<file path="config.mk">
export PLATFORM = sky130hd
export DESIGN_NAME = frame_update_sequencer
export DESIGN_NICKNAME = d
export VERILOG_FILES = /design/src/rtl/frame_update_sequencer.sv
export SDC_FILE = /design/constraint.sdc
export NUM_CORES = 1
export LEC_CHECK = 0
export BUFFER_PORTS_ARGS = -buffer_cell sky130_fd_sc_hd__buf_2
export CORE_MARGIN = 3
export CORE_UTILIZATION = 50
export DETAILED_ROUTE_END_ITERATION = 8
export PLACE_DENSITY = 0.81
export SYNTH_ARGS = -nofsm -noshare
export SYNTH_HDL_FRONTEND = slang
export SYNTH_SLANG_ARGS = --single-unit
</file>
<file path="constraint.sdc">
create_clock -name clk -period 1.9 [get_ports clk]
set_input_delay 0.285 -clock clk [delete_from_list [all_inputs] [get_ports clk]]
set_output_delay 0.285 -clock clk [all_outputs]
set_load 0.05 [all_outputs]
</file>
<file path="src/rtl/frame_update_sequencer.sv">
// Per-frame scheduler: latches the controller word, triggers each enabled entity
// slot in order with a done/timeout handshake, then runs one collision phase.
module frame_update_sequencer #(
   parameter int NUM_SLOTS = 3,
   parameter int INPUT_W   = 10,
   parameter int TIMEOUT   = 15,
   parameter int FRAME_DIV = 1
) (
   input  logic                 clk,
   input  logic                 reset,
   input  logic                 frame_start,
   input  logic [INPUT_W-1:0]   input_data,
   input  logic [NUM_SLOTS-1:0] slot_enable,
   input  logic [NUM_SLOTS-1:0] slot_done,
   input  logic                 collision_done,
   output logic [NUM_SLOTS-1:0] slot_trigger,
   output logic [INPUT_W-1:0]   latched_input,
   output logic                 collision_start,
   output logic                 frame_done,
   output logic                 busy,
   output logic                 frame_overrun,
   output logic [NUM_SLOTS:0]   timeout_flags
);

   localparam int SLOT_W  = (NUM_SLOTS > 1) ? $clog2(NUM_SLOTS) : 1;
   localparam int TIMER_W = (TIMEOUT > 0) ? $clog2(TIMEOUT + 1) : 1;
   localparam int FCNT_W  = (FRAME_DIV > 1) ? $clog2(FRAME_DIV) : 1;
   localparam logic [NUM_SLOTS-1:0] SLOT_ONE = NUM_SLOTS'(1);

   typedef enum logic [2:0] {
      IDLE,
      LATCH,
      TRIG,
      WAIT,
      COLLIDE,
      DONE
   } state_t;

   state_t                 state_q;
   logic [SLOT_W-1:0]      slot_idx_q;
   logic [TIMER_W-1:0]     timer_q;
   logic [FCNT_W-1:0]      frame_cnt_q;
   logic [NUM_SLOTS-1:0]   slot_trigger_q;
   logic [INPUT_W-1:0]     latched_input_q;
   logic                   collision_start_q;
   logic                   frame_done_q;
   logic                   busy_q;
   logic                   frame_overrun_q;
   logic [NUM_SLOTS:0]     timeout_flags_q;

   logic slot_en_cur;
   logic slot_done_cur;
   logic timer_expired;
   logic last_slot;
   logic wait_sampling;
   logic advance;

   // The trigger cycle itself is not a sampling cycle, so a stale done level is ignored.
   always_comb begin
      slot_en_cur   = slot_enable[slot_idx_q];
      slot_done_cur = slot_done[slot_idx_q];
      timer_expired = (timer_q == TIMER_W'(TIMEOUT));
      last_slot     = (slot_idx_q == SLOT_W'(NUM_SLOTS - 1));
      wait_sampling = (state_q == WAIT) && (slot_trigger_q == '0);
      advance       = ((state_q == TRIG) && !slot_en_cur) ||
                      (wait_sampling && (slot_done_cur || timer_expired));
   end

   always_ff @(posedge clk) begin
      if (!reset) begin
         state_q           <= IDLE;
         slot_idx_q        <= '0;
         timer_q           <= '0;
         frame_cnt_q       <= '0;
         slot_trigger_q    <= '0;
         latched_input_q   <= '0;
         collision_start_q <= 1'b0;
         frame_done_q      <= 1'b0;
         busy_q            <= 1'b0;
         frame_overrun_q   <= 1'b0;
         timeout_flags_q   <= '0;
      end else begin
         slot_trigger_q    <= '0;
         collision_start_q <= 1'b0;
         frame_done_q      <= 1'b0;

         if (frame_start && (state_q != IDLE)) begin
            frame_overrun_q <= 1'b1;
         end

         case (state_q)
            IDLE: begin
               if (frame_start) begin
                  if (frame_cnt_q == FCNT_W'(FRAME_DIV - 1)) begin
                     frame_cnt_q <= '0;
                     busy_q      <= 1'b1;
                     state_q     <= LATCH;
                  end else begin
                     frame_cnt_q <= frame_cnt_q + FCNT_W'(1);
                  end
               end
            end
            LATCH: begin
               latched_input_q <= input_data;
               slot_idx_q      <= '0;
               state_q         <= TRIG;
            end
            TRIG: begin
               if (slot_en_cur) begin
                  slot_trigger_q <= SLOT_ONE << slot_idx_q;
                  timer_q        <= '0;
                  state_q        <= WAIT;
               end
            end
            WAIT: begin
               if (wait_sampling && !slot_done_cur) begin
                  if (timer_expired) begin
                     timeout_flags_q[slot_idx_q] <= 1'b1;
                  end else begin
                     timer_q <= timer_q + TIMER_W'(1);
                  end
               end
            end
            COLLIDE: begin
               // The collision_start cycle is skipped for the same reason as the trigger cycle.
               if (!collision_start_q) begin
                  if (collision_done) begin
                     frame_done_q <= 1'b1;
                     state_q      <= DONE;
                  end else if (timer_expired) begin
                     timeout_flags_q[NUM_SLOTS] <= 1'b1;
                     frame_done_q               <= 1'b1;
                     state_q                    <= DONE;
                  end else begin
                     timer_q <= timer_q + TIMER_W'(1);
                  end
               end
            end
            DONE: begin
               busy_q  <= 1'b0;
               state_q <= IDLE;
            end
            default: begin
               busy_q  <= 1'b0;
               state_q <= IDLE;
            end
         endcase

         if (advance) begin
            if (last_slot) begin
               collision_start_q <= 1'b1;
               timer_q           <= '0;
               state_q           <= COLLIDE;
            end else begin
               slot_idx_q <= slot_idx_q + SLOT_W'(1);
               state_q    <= TRIG;
            end
         end
      end
   end

   assign slot_trigger    = slot_trigger_q;
   assign latched_input   = latched_input_q;
   assign collision_start = collision_start_q;
   assign frame_done      = frame_done_q;
   assign busy            = busy_q;
   assign frame_overrun   = frame_overrun_q;
   assign timeout_flags   = timeout_flags_q;

endmodule

</file>
==> flow_results.xml <==
<?xml version="1.0" encoding="UTF-8"?>
<metrics>
  <group name="yosys">
    <metric name="post_synth_and_or_nand_nor_area_fraction" unit="">0.256</metric>
    <metric name="syn_area" unit="µm²">1370</metric>
    <metric name="synth_mux_area_frac" unit="">0.0229</metric>
    <metric name="synth-edff-count" unit="">0</metric>
    <metric name="synth.yosys.seq_area_share" unit="">0.439</metric>
    <metric name="post_synth_num_cell_types" unit="">42</metric>
    <metric name="synth_compound_gate_area_share" unit="">0.203</metric>
    <metric name="synth.top_cell.area_share" unit="">0.439</metric>
    <metric name="synth.avg_cell_area" unit="µm²">8.60</metric>
    <metric name="synthesis.nets" unit="">180</metric>
    <metric name="dominant_combinational_cell_family_by_area_after_synthesis" unit="">simple AND/OR/NAND/NOR gates</metric>
    <metric name="postSynth.asyncResetShare" unit="">0</metric>
    <metric name="yosys.area.top_type" unit="">sky130_fd_sc_hd__dfxtp_1</metric>
    <metric name="synth_xor_xnor_area_share" unit="">0.00640</metric>
    <metric name="yosysWarnings" unit="">0</metric>
    <metric name="postSynthRegisterBits" unit="">30</metric>
    <metric name="synth_area_leaders" unit="">sky130_fd_sc_hd__dfxtp_1, sky130_fd_sc_hd__nand2_1, sky130_fd_sc_hd__a21oi_1</metric>
    <metric name="postSynthCellCount" unit="">159</metric>
    <metric name="dominantRegCellSynth" unit="">sky130_fd_sc_hd__dfxtp_1</metric>
    <metric name="yosys.area_share.adder" unit="">0.00915</metric>
  </group>
  <group name="placement">
    <metric name="detailed_place.area" unit="µm²">1550</metric>
    <metric name="placed_cells" unit="">223</metric>
    <metric name="placement.io_buffers" unit="">40</metric>
    <metric name="place.detailed.hpwl" unit="µm">2270</metric>
    <metric name="weighted_congestion_reported_at_the_end_of_routability_driven_placement" unit="">0.813</metric>
    <metric name="dp_worst_setup_slack" unit="ps">157</metric>
  </group>
  <group name="layout">
    <metric name="commonest_cells_after_routing_fill_and_taps_aside" unit="">sky130_fd_sc_hd__buf_2, sky130_fd_sc_hd__dfxtp_1, sky130_fd_sc_hd__nand2_1</metric>
    <metric name="multi_input_area" unit="µm²">681</metric>
    <metric name="antennaDiodeCount" unit="">0</metric>
    <metric name="seq_area" unit="µm²">601</metric>
    <metric name="area_growth_syn_to_layout" unit="%">19.5</metric>
    <metric name="fillCellCount" unit="">229</metric>
    <metric name="fin_area" unit="µm²">1630</metric>
    <metric name="nNetsFinal" unit="">224</metric>
    <metric name="instances_no_fill" unit="">234</metric>
    <metric name="post_route_cells_drive_above_1_share" unit="">0.314</metric>
    <metric name="commonest_non_fill_non_tap_cell_in_the_layout" unit="">sky130_fd_sc_hd__buf_2</metric>
  </group>
  <group name="outcome">
    <metric name="run_status" unit="">finished, final reports clean</metric>
  </group>
  <group name="route">
    <metric name="drt_pre_antenna_iters" unit="">4</metric>
    <metric name="routed_wirelength_normalized_by_instance_count" unit="µm">13.3</metric>
    <metric name="route.antenna.remaining_nets" unit="">0</metric>
    <metric name="vias" unit="">1275</metric>
    <metric name="route.detailed.drc" unit="">0</metric>
    <metric name="viasPerCell" unit="">5.45</metric>
    <metric name="1st_iter_drt_viols" unit="">55</metric>
    <metric name="wirelength_routed" unit="µm">3120</metric>
  </group>
  <group name="global_routing">
    <metric name="grt_ovf" unit="">0</metric>
    <metric name="grt-busiest-layer" unit="">met2</metric>
    <metric name="grt_pass1_wl" unit="µm">5580</metric>
    <metric name="grt_util_met1" unit="">0.234</metric>
    <metric name="gr-usage-met2" unit="">0.360</metric>
    <metric name="antenna_found_initial" unit="">0</metric>
    <metric name="first_global_vias" unit="">1306</metric>
    <metric name="grt_use_met3" unit="">0.0570</metric>
    <metric name="grt_max_degree" unit="">16</metric>
    <metric name="grt_util_all_layers" unit="">0.212</metric>
  </group>
  <group name="power_and_ir_drop">
    <metric name="irDropWorstVdd" unit="mV">1.11</metric>
    <metric name="power.share.switching" unit="">0.438</metric>
    <metric name="power_frac_comb" unit="">0.407</metric>
    <metric name="totalPowerFinal" unit="W">0.00205</metric>
    <metric name="net-switching-power" unit="W">0.000897</metric>
    <metric name="pwr_density_cell" unit="nW/µm²">1250</metric>
    <metric name="p_leak" unit="nW">0.709</metric>
    <metric name="clock_power_share" unit="">0.187</metric>
    <metric name="internal-power" unit="W">0.00115</metric>
    <metric name="power_frac_seq" unit="">0.407</metric>
  </group>
  <group name="sta">
    <metric name="fin_setup_tns" unit="ps">0</metric>
    <metric name="slew_headroom" unit="">0.618</metric>
    <metric name="number_of_hold_violations_in_the_final_report" unit="">0</metric>
    <metric name="drv_slew" unit="">0</metric>
    <metric name="final.setup_skew" unit="ps">4.50</metric>
    <metric name="setup_viol_count_final" unit="">0</metric>
    <metric name="post-route-period-util" unit="">0.925</metric>
    <metric name="timing_worst_slew_pin_value" unit="ps">570</metric>
    <metric name="period_minus_slack" unit="ps">1760</metric>
    <metric name="final_critical_path_setup_slack" unit="ps">142</metric>
    <metric name="max_freq" unit="GHz">0.569</metric>
  </group>
  <group name="die">
    <metric name="floorplan.die.width" unit="µm">58.3</metric>
    <metric name="floorplan_core_area" unit="µm²">2540</metric>
    <metric name="count_of_boundary_i_o_pins" unit="">41</metric>
    <metric name="core.rowCount" unit="">18</metric>
    <metric name="vertical_die_dimension" unit="µm">58.3</metric>
    <metric name="floorplan.initialDensity" unit="">0.537</metric>
    <metric name="die-area" unit="µm²">3400</metric>
  </group>
  <group name="worst_setup_path">
    <metric name="crit_path_end_kind" unit="">flop</metric>
    <metric name="cp_data_arrival_time" unit="ps">1980</metric>
    <metric name="critical_path_peak_fanout" unit="">6</metric>
    <metric name="worstSetupStartpointType" unit="">flop</metric>
    <metric name="timing.critical_path.required" unit="ps">2120</metric>
    <metric name="timing.setup.critical_path_class" unit="">flop to flop</metric>
  </group>
  <group name="clocking">
    <metric name="cts_repair_resize_count" unit="">0</metric>
    <metric name="tritoncts" unit="">yes</metric>
    <metric name="clk_pin_slew" unit="ps">100</metric>
    <metric name="clock_tree.htree_level_count" unit="">2</metric>
    <metric name="cell_chosen_for_the_clock_root" unit="">sky130_fd_sc_hd__clkbuf_4</metric>
    <metric name="insertion_delay" unit="ps">330</metric>
    <metric name="numCtsBuffers" unit="">5</metric>
    <metric name="buffers_from_clock_root_to_sink_at_most" unit="">2</metric>
    <metric name="number_of_sinks_driven_by_the_clock_tree" unit="">30</metric>
  </group>
  <group name="hold_path">
    <metric name="hold_path_class" unit="">input port to flop</metric>
  </group>
  <group name="flow_run">
    <metric name="drv.max_cap_violation_count" unit="">0</metric>
  </group>
</metrics>
==> final timing paths <==
path                            cells past startpoint                to  slack, ps             start
worst max-delay path                                7     slot_idx_q[1]        140        timer_q[0]
worst min-delay path                                3   slot_trigger[0]        170    slot_enable[0]
worst max register to register                      7     slot_idx_q[1]        140        timer_q[0]
worst min register to register                      2  latched_input[3]        460  latched_input[3]
==> sequential cells by signal, indices dropped and copies added, names as in the netlist <==
register / flops
busy: 1
timeout_flags: 4
slot_trigger: 3
timer_q: 4
collision_start: 1
slot_idx_q: 2
frame_overrun: 1
frame_done: 1
latched_input: 10
state_q: 3
==> critical path, cell delays in order, from the launching register on <==
cell and delay [ps]:
sky130_fd_sc_hd__dfxtp_1 430, sky130_fd_sc_hd__ha_1 250, sky130_fd_sc_hd__nand3_1 230, sky130_fd_sc_hd__o211ai_1 190, sky130_fd_sc_hd__a21boi_2 130, sky130_fd_sc_hd__buf_4 160
sky130_fd_sc_hd__o2111ai_1 170, sky130_fd_sc_hd__o41ai_1 90
==> cells by family after synthesis <==
kind of cell	after synthesis
buf+inv	14
compound gates	42
simple gates	68
flops	30
xor+xnor	1
fa+ha+maj	1
mux	3
==> metrics by stage <==
step | hold slack, ps | util
final | 173 | 0.642
after global routing | 168 | 0.642
after CTS | 170 | 0.633
after detailed placement | 448 | 0.610
after global placement | 439 | 0.610
after floorplan | 399 | -
==> cell usage after synthesis (3+ instances only) <==
library cell and number:
sky130_fd_sc_hd__nand3b_1 4, sky130_fd_sc_hd__nor3_1 7, sky130_fd_sc_hd__a21oi_1 18, sky130_fd_sc_hd__o211ai_1 3, sky130_fd_sc_hd__inv_1 6, sky130_fd_sc_hd__and2_1 3
sky130_fd_sc_hd__a22oi_1 3, sky130_fd_sc_hd__nor2_1 13, sky130_fd_sc_hd__buf_6 3, sky130_fd_sc_hd__nand3_1 3, sky130_fd_sc_hd__dfxtp_1 30, sky130_fd_sc_hd__nand2_1 26
sky130_fd_sc_hd__o21a_1 4
==> cell type report <==
type	instances	share of cell area
Multi-Input combinational cell	115	0.417
Sequential cell	30	0.368
Timing Repair Buffer	44	0.141
Clock buffer	5	0.0230
Tap cell	30	0.0230
Inverter	7	0.0161
Clock inverter	3	0.0130
==> power groups by stage <==
stage               logic [W]  clock network, W  registers (W)
floorplan            0.000474                 0        0.00101
global placement     0.000764                 0       0.000834
detailed placement   0.000787                 0       0.000839
CTS                  0.000794          0.000388       0.000829
global route         0.000924          0.000417       0.000849
finish               0.000833          0.000382       0.000833
==> routing by layer <==
layer | wire length [µm] | up-vias
li1 | - | 641
met5 | 0 | -
met4 | 57 | 0
met1 | 1250 | 594
met2 | 1650 | 32
met3 | 168 | 8
==> timing repair <==
item	CTS	global route
buffers inserted	0	3
hold endpoints to repair	0	0
hold buffers	0	0
setup endpoints to repair	0	2
Power figures use the tool's default switching activity.
